==> config.mk <==
export PLATFORM = sky130hd
export DESIGN_NAME = id_decode_flat
export DESIGN_NICKNAME = d
export VERILOG_FILES = /design/src/rtl/rv32i_types.sv /design/src/rtl/id_decode_if.sv /design/src/rtl/id_decode_imm_gen.sv /design/src/rtl/id_decode.sv /design/src/flat_wrapper.sv
export SDC_FILE = /design/constraint.sdc
export NUM_CORES = 1
export LEC_CHECK = 0
export CORE_AREA = 2 2 158 160
export DETAILED_ROUTE_END_ITERATION = 7
export DIE_AREA = 0 0 160 162
export HOLD_SLACK_MARGIN = 0.12
export PLACE_DENSITY = 0.69
export SKIP_LAST_GASP = 1
export SYNTH_ARGS = -nofsm -noshare
export SYNTH_HDL_FRONTEND = slang
export SYNTH_SLANG_ARGS = --single-unit
==> constraint.sdc <==
create_clock -name clk -period 2.65 [get_ports clk]
set_clock_uncertainty 0.1 [all_clocks]
set_input_delay 0.265 -clock clk [delete_from_list [all_inputs] [get_ports clk]]
set_output_delay 0.265 -clock clk [all_outputs]
set_load 0.02 [all_outputs]
==> src/rtl/rv32i_types.sv <==
// Shared RV32I types for the decode stage: fetch/execute stage packets,
// base opcodes, squash FSM states and the immediate bundle.
package rv32i_types;

  localparam logic [31:0] RESET_PC_DEFAULT = 32'h1eceb000;

  typedef enum logic [6:0] {
    OP_LUI   = 7'b0110111,
    OP_AUIPC = 7'b0010111,
    OP_JAL   = 7'b1101111,
    OP_JALR  = 7'b1100111,
    OP_BR    = 7'b1100011,
    OP_LOAD  = 7'b0000011,
    OP_STORE = 7'b0100011,
    OP_IMM   = 7'b0010011,
    OP_REG   = 7'b0110011
  } rv32i_opcode_t;

  typedef enum logic {
    SQ_IDLE = 1'b0,
    SQ_DROP = 1'b1
  } squash_state_t;

  typedef struct packed {
    logic [31:0] pc_s;
    logic [31:0] pc_next_s;
    logic [63:0] order_s;
    logic        valid_s;
  } if_id_stage_reg_t;

  typedef struct packed {
    logic [31:0] pc_s;
    logic [31:0] pc_next_s;
    logic [63:0] order_s;
    logic [31:0] inst_s;
    logic        valid_s;
    logic [6:0]  opcode_s;
    logic [2:0]  funct3_s;
    logic [6:0]  funct7_s;
    logic [4:0]  rd_s;
    logic [4:0]  rs1_s;
    logic [4:0]  rs2_s;
    logic [31:0] imm_s;
    logic        illegal_s;
  } id_ex_stage_reg_t;

  typedef struct packed {
    logic [31:0] i_imm;
    logic [31:0] s_imm;
    logic [31:0] b_imm;
    logic [31:0] u_imm;
    logic [31:0] j_imm;
  } imm_set_t;

  function automatic logic is_base_opcode(input logic [6:0] op);
    case (op)
      OP_LUI, OP_AUIPC, OP_JAL, OP_JALR, OP_BR,
      OP_LOAD, OP_STORE, OP_IMM, OP_REG: return 1'b1;
      default:                           return 1'b0;
    endcase
  endfunction

endpackage

==> src/rtl/id_decode_if.sv <==
// Instruction-memory link between fetch (master) and decode (slave).
interface id_decode_if;
  import rv32i_types::*;

  // Handshake: imem_req pulses for one cycle per fetch issued; each request is
  // answered later, in order, by exactly one imem_resp cycle that carries
  // imem_rdata. There is no ready/backpressure: a response must be taken the
  // cycle it arrives, which is why decode keeps a one-word hold buffer.
  logic        imem_req;
  logic        imem_resp;
  logic [31:0] imem_rdata;

  modport master (output imem_req, output imem_resp, output imem_rdata);
  modport slave  (input  imem_req, input  imem_resp, input  imem_rdata);

endinterface

==> src/rtl/id_decode_imm_gen.sv <==
// RV32I immediate generator: all five formats plus the one the opcode selects.
module id_decode_imm_gen
  import rv32i_types::*;
(
  input  logic [31:0] inst,
  output imm_set_t    imms,
  output logic [31:0] imm
);

  always_comb begin
    imms.i_imm = {{20{inst[31]}}, inst[31:20]};
    imms.s_imm = {{20{inst[31]}}, inst[31:25], inst[11:7]};
    imms.b_imm = {{19{inst[31]}}, inst[31], inst[7], inst[30:25], inst[11:8], 1'b0};
    imms.u_imm = {inst[31:12], 12'b0};
    imms.j_imm = {{11{inst[31]}}, inst[31], inst[19:12], inst[20], inst[30:21], 1'b0};

    // R-type and unknown opcodes carry no immediate.
    imm = '0;
    case (inst[6:0])
      OP_JALR, OP_LOAD, OP_IMM: imm = imms.i_imm;
      OP_STORE:                 imm = imms.s_imm;
      OP_BR:                    imm = imms.b_imm;
      OP_LUI, OP_AUIPC:         imm = imms.u_imm;
      OP_JAL:                   imm = imms.j_imm;
      default:                  imm = '0;
    endcase
  end

endmodule

==> src/rtl/id_decode.sv <==
// RV32I decode stage: hold buffer, field/immediate decode, load-use hazard,
// squash of in-flight fetches on redirect. ID_RVFI_EN adds inst_s/order_s.
module id_decode
  import rv32i_types::*;
#(
  parameter logic [31:0] RESET_PC = RESET_PC_DEFAULT
) (
  input  logic             clk,
  input  logic             rst,
  input  logic             move,
  input  logic             flush,
  input  if_id_stage_reg_t if_id_reg,
  id_decode_if.slave       imem,
  input  logic             ex_valid,
  input  logic             ex_is_load,
  input  logic [4:0]       ex_rd,
  output logic [4:0]       rs1_addr,
  output logic [4:0]       rs2_addr,
  output logic             stall_req,
  output id_ex_stage_reg_t id_ex_reg,
  output squash_state_t    dbg_sq_state
);

  squash_state_t sq_state, sq_next;
  logic          pending_q;
  logic          outstanding;
  logic          dropping;
  logic          hold_valid_q;
  logic [31:0]   hold_inst_q;
  logic [31:0]   inst;
  logic          inst_avail;
  logic          uses_rs1, uses_rs2;
  logic [31:0]   imm;
  imm_set_t      imms_unused;

  assign dropping     = (sq_state == SQ_DROP);
  assign dbg_sq_state = sq_state;
  assign outstanding  = imem.imem_req | (pending_q & ~imem.imem_resp);

  always_ff @(posedge clk or negedge rst) begin
    if (!rst) begin
      sq_state  <= SQ_IDLE;
      pending_q <= 1'b0;
    end else begin
      sq_state <= sq_next;
      if (imem.imem_req)       pending_q <= 1'b1;
      else if (imem.imem_resp) pending_q <= 1'b0;
    end
  end

  always_comb begin
    sq_next = sq_state;
    case (sq_state)
      SQ_IDLE: if (flush && outstanding) sq_next = SQ_DROP;
      // A flush that also issues a new request keeps us dropping.
      SQ_DROP: if (imem.imem_resp && !(flush && imem.imem_req)) sq_next = SQ_IDLE;
      default: sq_next = SQ_IDLE;
    endcase
  end

  // The held word wins over a stray response arriving while it is occupied.
  always_ff @(posedge clk or negedge rst) begin
    if (!rst) begin
      hold_valid_q <= 1'b0;
      hold_inst_q  <= '0;
    end else if (move || flush) begin
      hold_valid_q <= 1'b0;
    end else if (imem.imem_resp && !dropping && !hold_valid_q) begin
      hold_valid_q <= 1'b1;
      hold_inst_q  <= imem.imem_rdata;
    end
  end

  assign inst       = hold_valid_q ? hold_inst_q : imem.imem_rdata;
  assign inst_avail = hold_valid_q | (imem.imem_resp & ~dropping);

  always_comb begin
    uses_rs1 = 1'b1;
    uses_rs2 = 1'b1;
    case (inst[6:0])
      OP_LUI, OP_AUIPC, OP_JAL: begin
        uses_rs1 = 1'b0;
        uses_rs2 = 1'b0;
      end
      OP_JALR, OP_LOAD, OP_IMM: uses_rs2 = 1'b0;
      default: ;
    endcase
  end

  assign rs1_addr = uses_rs1 ? inst[19:15] : 5'd0;
  assign rs2_addr = uses_rs2 ? inst[24:20] : 5'd0;

  id_decode_imm_gen u_imm_gen (
    .inst (inst),
    .imms (imms_unused),
    .imm  (imm)
  );

  logic        valid_q, illegal_q;
  logic [31:0] pc_q, pc_next_q, imm_q;
  logic [6:0]  opcode_q, funct7_q;
  logic [2:0]  funct3_q;
  logic [4:0]  rd_q, rs1_q, rs2_q;
  logic [31:0] rvfi_inst;
  logic [63:0] rvfi_order;

  always_ff @(posedge clk or negedge rst) begin
    if (!rst) begin
      valid_q   <= 1'b0;
      pc_q      <= RESET_PC;
      pc_next_q <= '0;
      opcode_q  <= '0;
      funct3_q  <= '0;
      funct7_q  <= '0;
      rd_q      <= '0;
      rs1_q     <= '0;
      rs2_q     <= '0;
      imm_q     <= '0;
      illegal_q <= 1'b0;
    end else if (flush) begin
      valid_q <= 1'b0;
    end else if (move) begin
      valid_q   <= if_id_reg.valid_s & inst_avail;
      pc_q      <= if_id_reg.pc_s;
      pc_next_q <= if_id_reg.pc_next_s;
      opcode_q  <= inst[6:0];
      funct3_q  <= inst[14:12];
      funct7_q  <= inst[31:25];
      rd_q      <= inst[11:7];
      rs1_q     <= rs1_addr;
      rs2_q     <= rs2_addr;
      imm_q     <= imm;
      illegal_q <= ~is_base_opcode(inst[6:0]) | (inst[1:0] != 2'b11);
    end
  end

`ifdef ID_RVFI_EN
  logic [31:0] inst_q;
  logic [63:0] order_q;

  always_ff @(posedge clk or negedge rst) begin
    if (!rst) begin
      inst_q  <= '0;
      order_q <= '0;
    end else if (move && !flush) begin
      inst_q  <= inst;
      order_q <= if_id_reg.order_s;
    end
  end

  assign rvfi_inst  = inst_q;
  assign rvfi_order = order_q;
`else
  logic unused_order;
  assign unused_order = ^if_id_reg.order_s;
  assign rvfi_inst    = '0;
  assign rvfi_order   = '0;
`endif

  always_comb begin
    id_ex_reg           = '0;
    id_ex_reg.pc_s      = pc_q;
    id_ex_reg.pc_next_s = pc_next_q;
    id_ex_reg.order_s   = rvfi_order;
    id_ex_reg.inst_s    = rvfi_inst;
    id_ex_reg.valid_s   = valid_q;
    id_ex_reg.opcode_s  = opcode_q;
    id_ex_reg.funct3_s  = funct3_q;
    id_ex_reg.funct7_s  = funct7_q;
    id_ex_reg.rd_s      = rd_q;
    id_ex_reg.rs1_s     = rs1_q;
    id_ex_reg.rs2_s     = rs2_q;
    id_ex_reg.imm_s     = imm_q;
    id_ex_reg.illegal_s = illegal_q;
  end

  // Hazard is judged against the instruction already sitting in the output register.
  assign stall_req = valid_q & ex_valid & ex_is_load & (ex_rd != 5'd0) &
                     ((ex_rd == rs1_q) | (ex_rd == rs2_q));

endmodule

==> src/flat_wrapper.sv <==
// flat-port wrapper written by rule: the top's interface ports become plain ports
module id_decode_flat import rv32i_types::*;
#(
  parameter logic [31:0] RESET_PC = RESET_PC_DEFAULT
)
  (clk, rst, move, flush, if_id_reg, ex_valid, ex_is_load, ex_rd, rs1_addr, rs2_addr, stall_req, id_ex_reg, dbg_sq_state, imem_imem_req, imem_imem_resp, imem_imem_rdata);
  id_decode_if imem_i ();
  input  logic clk;
  input  logic rst;
  input  logic move;
  input  logic flush;
  input  if_id_stage_reg_t if_id_reg;
  input  logic ex_valid;
  input  logic ex_is_load;
  input  logic [4:0] ex_rd;
  output logic [4:0] rs1_addr;
  output logic [4:0] rs2_addr;
  output logic stall_req;
  output id_ex_stage_reg_t id_ex_reg;
  output squash_state_t dbg_sq_state;
  input wire logic [$bits(imem_i.imem_req)-1:0] imem_imem_req;
  input wire logic [$bits(imem_i.imem_resp)-1:0] imem_imem_resp;
  input wire logic [$bits(imem_i.imem_rdata)-1:0] imem_imem_rdata;
  assign imem_i.imem_req = imem_imem_req;
  assign imem_i.imem_resp = imem_imem_resp;
  assign imem_i.imem_rdata = imem_imem_rdata;
  id_decode #(.RESET_PC(RESET_PC)) u_core (.clk(clk), .rst(rst), .move(move), .flush(flush), .if_id_reg(if_id_reg), .imem(imem_i), .ex_valid(ex_valid), .ex_is_load(ex_is_load), .ex_rd(ex_rd), .rs1_addr(rs1_addr), .rs2_addr(rs2_addr), .stall_req(stall_req), .id_ex_reg(id_ex_reg), .dbg_sq_state(dbg_sq_state));
endmodule
==> results.ini <==
[pwr]
peakVddDrop_uv=394
p_leak_nw=5.43
power.density_nw_per_um2=640

[clock_tree]
clock_latency_ns=0.42
clockBufferDepth=2
clkTransAtPathRegs_ns=0.07
cts_buffers=17
htree_levels=4
cts_tree=built
cts_sinks=165
cts_root_buf=clkbuf_16

[timing]
worst_slew_pin_slew_ns=0.571
relSlewSlack=0.619
fin_worst_hold_slack_ns=0.233
max_freq_mhz=370
setup_ws_ns=-0.0505
period_minus_slack_ns=2.70
setup_viol=2
maxSlewViolCount=0
rsz0062_at_grt=yes
hold_violations=0
min_period_over_period=1.02

[layout]
nNetsFinal=1266
antennaDiodeCount=0
area.growth.synth_to_final_pct=45.2
fin_area_um2=11600
drive_above_1_share=0.170

[setup_path]
crit_type=flip-flop to output port
reg2reg_setup_slack_ns=0.16
crit_path_end=rs2_addr[0]
r2r_start=u_core.hold_valid_q
cp.depth=9
crit_chain=buf_6 > buf_6 > mux2i_2 > or4b_4 > a21o_1 > nand2b_4 > buf_6 > nor2_2 > buf_6
start_kind=flip-flop
worst_path_most_repeated_cell=buf_6
r2r_end=u_core.imm_q[11]
cp_slowest_cell=or4b_4
cp_data_required_time_ns=2.29
cpPeakStageDelay_ns=0.49
arrival_ns=2.34
crit_path_end_kind=output port
setup.worst_path.start=u_core.hold_valid_q
cp_max_fo=5
r2r_cells=9
critical_path.top_delay_family=simple AND/OR/NAND/NOR gates
cp_num_buf_inv=4

[global_routing]
top_usage_layer=met2
grt_max_degree=88
grt_usage=0.177
antenna_found_initial=0
use_met3=0.0457
grtUsageMet1=0.223
use_met2=0.302
grt_pass1_wl_mm=35.9
grt_overflow_total=0
grt_pass1_vias=6378

[die]
die_y_um=162
initial_core_util=0.332
die_area_um2=25900
fp.dieW_um=160
core_um2=24100
io_pins=412
row_count=57

[route]
drt_wl_total_mm=23.1
drc=0
drtIter0Drc=319
antenna_left=0
detail_route.wl_per_cell_um=16.2
first_pass_iters=4
num_vias=6406
vias_per_cell=4.48

[yosys]
synthArstFlopShare=1.00
ys_types=50
ys_ff_latch=165
yosysTopAreaCell=dfrtp_1
synth_most_common_cell=nand2_1
synthTopCellsByCount=nand2_1 (230), dfrtp_1 (153), buf_4 (99), mux2_2 (34), mux2i_1 (29)
seq_area_frac_synth=0.517
syn_area_um2=8010
syn_inst=799
yosysWarnings=0
ys.flop_type=dfrtp_1
synth_edf_count=0
yosys.area.top_type_share=0.478
avgSynthCellArea_um2=10.0
synth.area.top_cells=dfrtp_1 (48%), nand2_1 (11%), buf_4 (9.3%)

[place]
place_congestion=0.901
port_buffers=251
place_area_um2=10900
hpwl_mm=16.7

[run_status]
status=complete, but fails checks
violations=setup timing

[job]
drv_cap=0

[min_path]
hold_class=input port to flip-flop

[logic make-up (layout without fill, tap and decap cells)]
group                  after synthesis  after routing  share of synthesized area
AO/OA/AOI/OAI                       97             97                     0.0905
XOR/XNOR                            10             10                     0.0109
buffers and inverters              144            355                      0.118
flip-flops                         165            165                      0.517
multiplexers                        64             64                     0.0858
other                                1             96                   0.000468
AND/OR/NAND/NOR                    318            318                      0.177
[tightest hold or removal path: cells and delay by family]
| kind | cells | cell delay [ns] |
|---|---|---|
| buffers and inverters | 1 | 0.39 |
| AND/OR/NAND/NOR | 2 | 0.10 |
[placed cells by master, fill, tap and decap left out, types with 4 or more instances in the layout]
cell type        synthesis  final
buf_12                   0      6
a21oi_1                 13     13
nor3_1                   4      4
nand3_2                 10     10
inv_6                    0      6
conb_1                   1     96
nand3_1                  6      6
mux2_2                  34     33
nand2_1                230    230
nor2_1                  27     20
buf_6                    3     10
nor2_2                   0      6
clkbuf_16                0     17
o31ai_1                 12     11
mux2i_1                 29     28
a21o_1                   9      9
nand2b_1                22     20
dfstp_2                 12     12
o22a_1                   4      4
dfrtp_1                153    152
buf_4                   99     60
a22o_1                  22     22
o21ai_0                 21     21
clkdlybuf4s50_1          0    240
xnor2_1                  4      4
inv_8                    0      4
xor2_1                   6      6
inv_1                    5      5
[layout make-up]
type,instances,area (µm²)
multi-input combinational,585,3380
sequential,165,4150
timing repair buffer,318,3100
clock inverter,15,158
clock buffer,17,425
fill,2233,12500
tap,324,405
inverter,5,18.8
[metrics by stage]
stage          worst slack [ns]  utilization  power (mW)  cells  TNS (ns)
3_3_place_gp             -0.194        0.451        4.96   1384     -1.26
6_report                -0.0505        0.482        7.44   1429   -0.0942
5_1_grt                  -0.125        0.482        7.81   1429    -0.355
3_5_place_dp             -0.236        0.451        4.99   1384     -1.48
2_1_floorplan             0.451            -        4.14    894         0
4_1_cts                  -0.101        0.479        7.52   1426    -0.321
[where the power goes]
group / internal [mW] / total, mW / switching [mW] / leakage [nW]
Clock: 1.34 / 2.48 / 1.14 / 0.287
Combinational: 0.879 / 1.85 / 0.969 / 3.09
Sequential: 2.89 / 3.12 / 0.228 / 2.05
Total: 5.11 / 7.44 / 2.34 / 5.43
[registers in the layout (all words and copies together) (netlist names)]
signal / flops
u_core.opcode_q: 7
u_core.funct3_q: 3
u_core.illegal_q: 1
u_core.imm_q: 32
u_core.valid_q: 1
u_core.pc_q: 32
u_core.hold_valid_q: 1
u_core.rs2_q: 5
u_core.dbg_sq_state: 1
u_core.funct7_q: 7
u_core.rd_q: 5
u_core.hold_inst_q: 32
u_core.pc_next_q: 32
u_core.pending_q: 1
u_core.rs1_q: 5
[routing by layer]
layer,vias to the layer above,share of wire
li1,3044,-
met2,255,0.50
met4,0,0.014
met3,19,0.067
met1,3088,0.41
met5,-,0
[worst min-delay path by stage]
stage                   start               endpoint  cells past startpoint
3_3_place_gp              rst  u_core.hold_inst_q[6]                      1
5_1_grt        if_id_reg[119]        u_core.pc_q[22]                      3
6_report       if_id_reg[110]        u_core.pc_q[13]                      3
4_1_cts        if_id_reg[110]        u_core.pc_q[13]                      3
2_1_floorplan             rst    u_core.dbg_sq_state                      0
3_5_place_dp              rst  u_core.hold_inst_q[6]                      1
[timing repair]
item,CTS,global route
setup endpoints to repair,10,34
buffers inserted,9,3
hold buffers,1,0
gates resized for setup,61,14
hold endpoints to repair,53,0
pin swaps,5,5
Power figures use the tool's default switching activity.
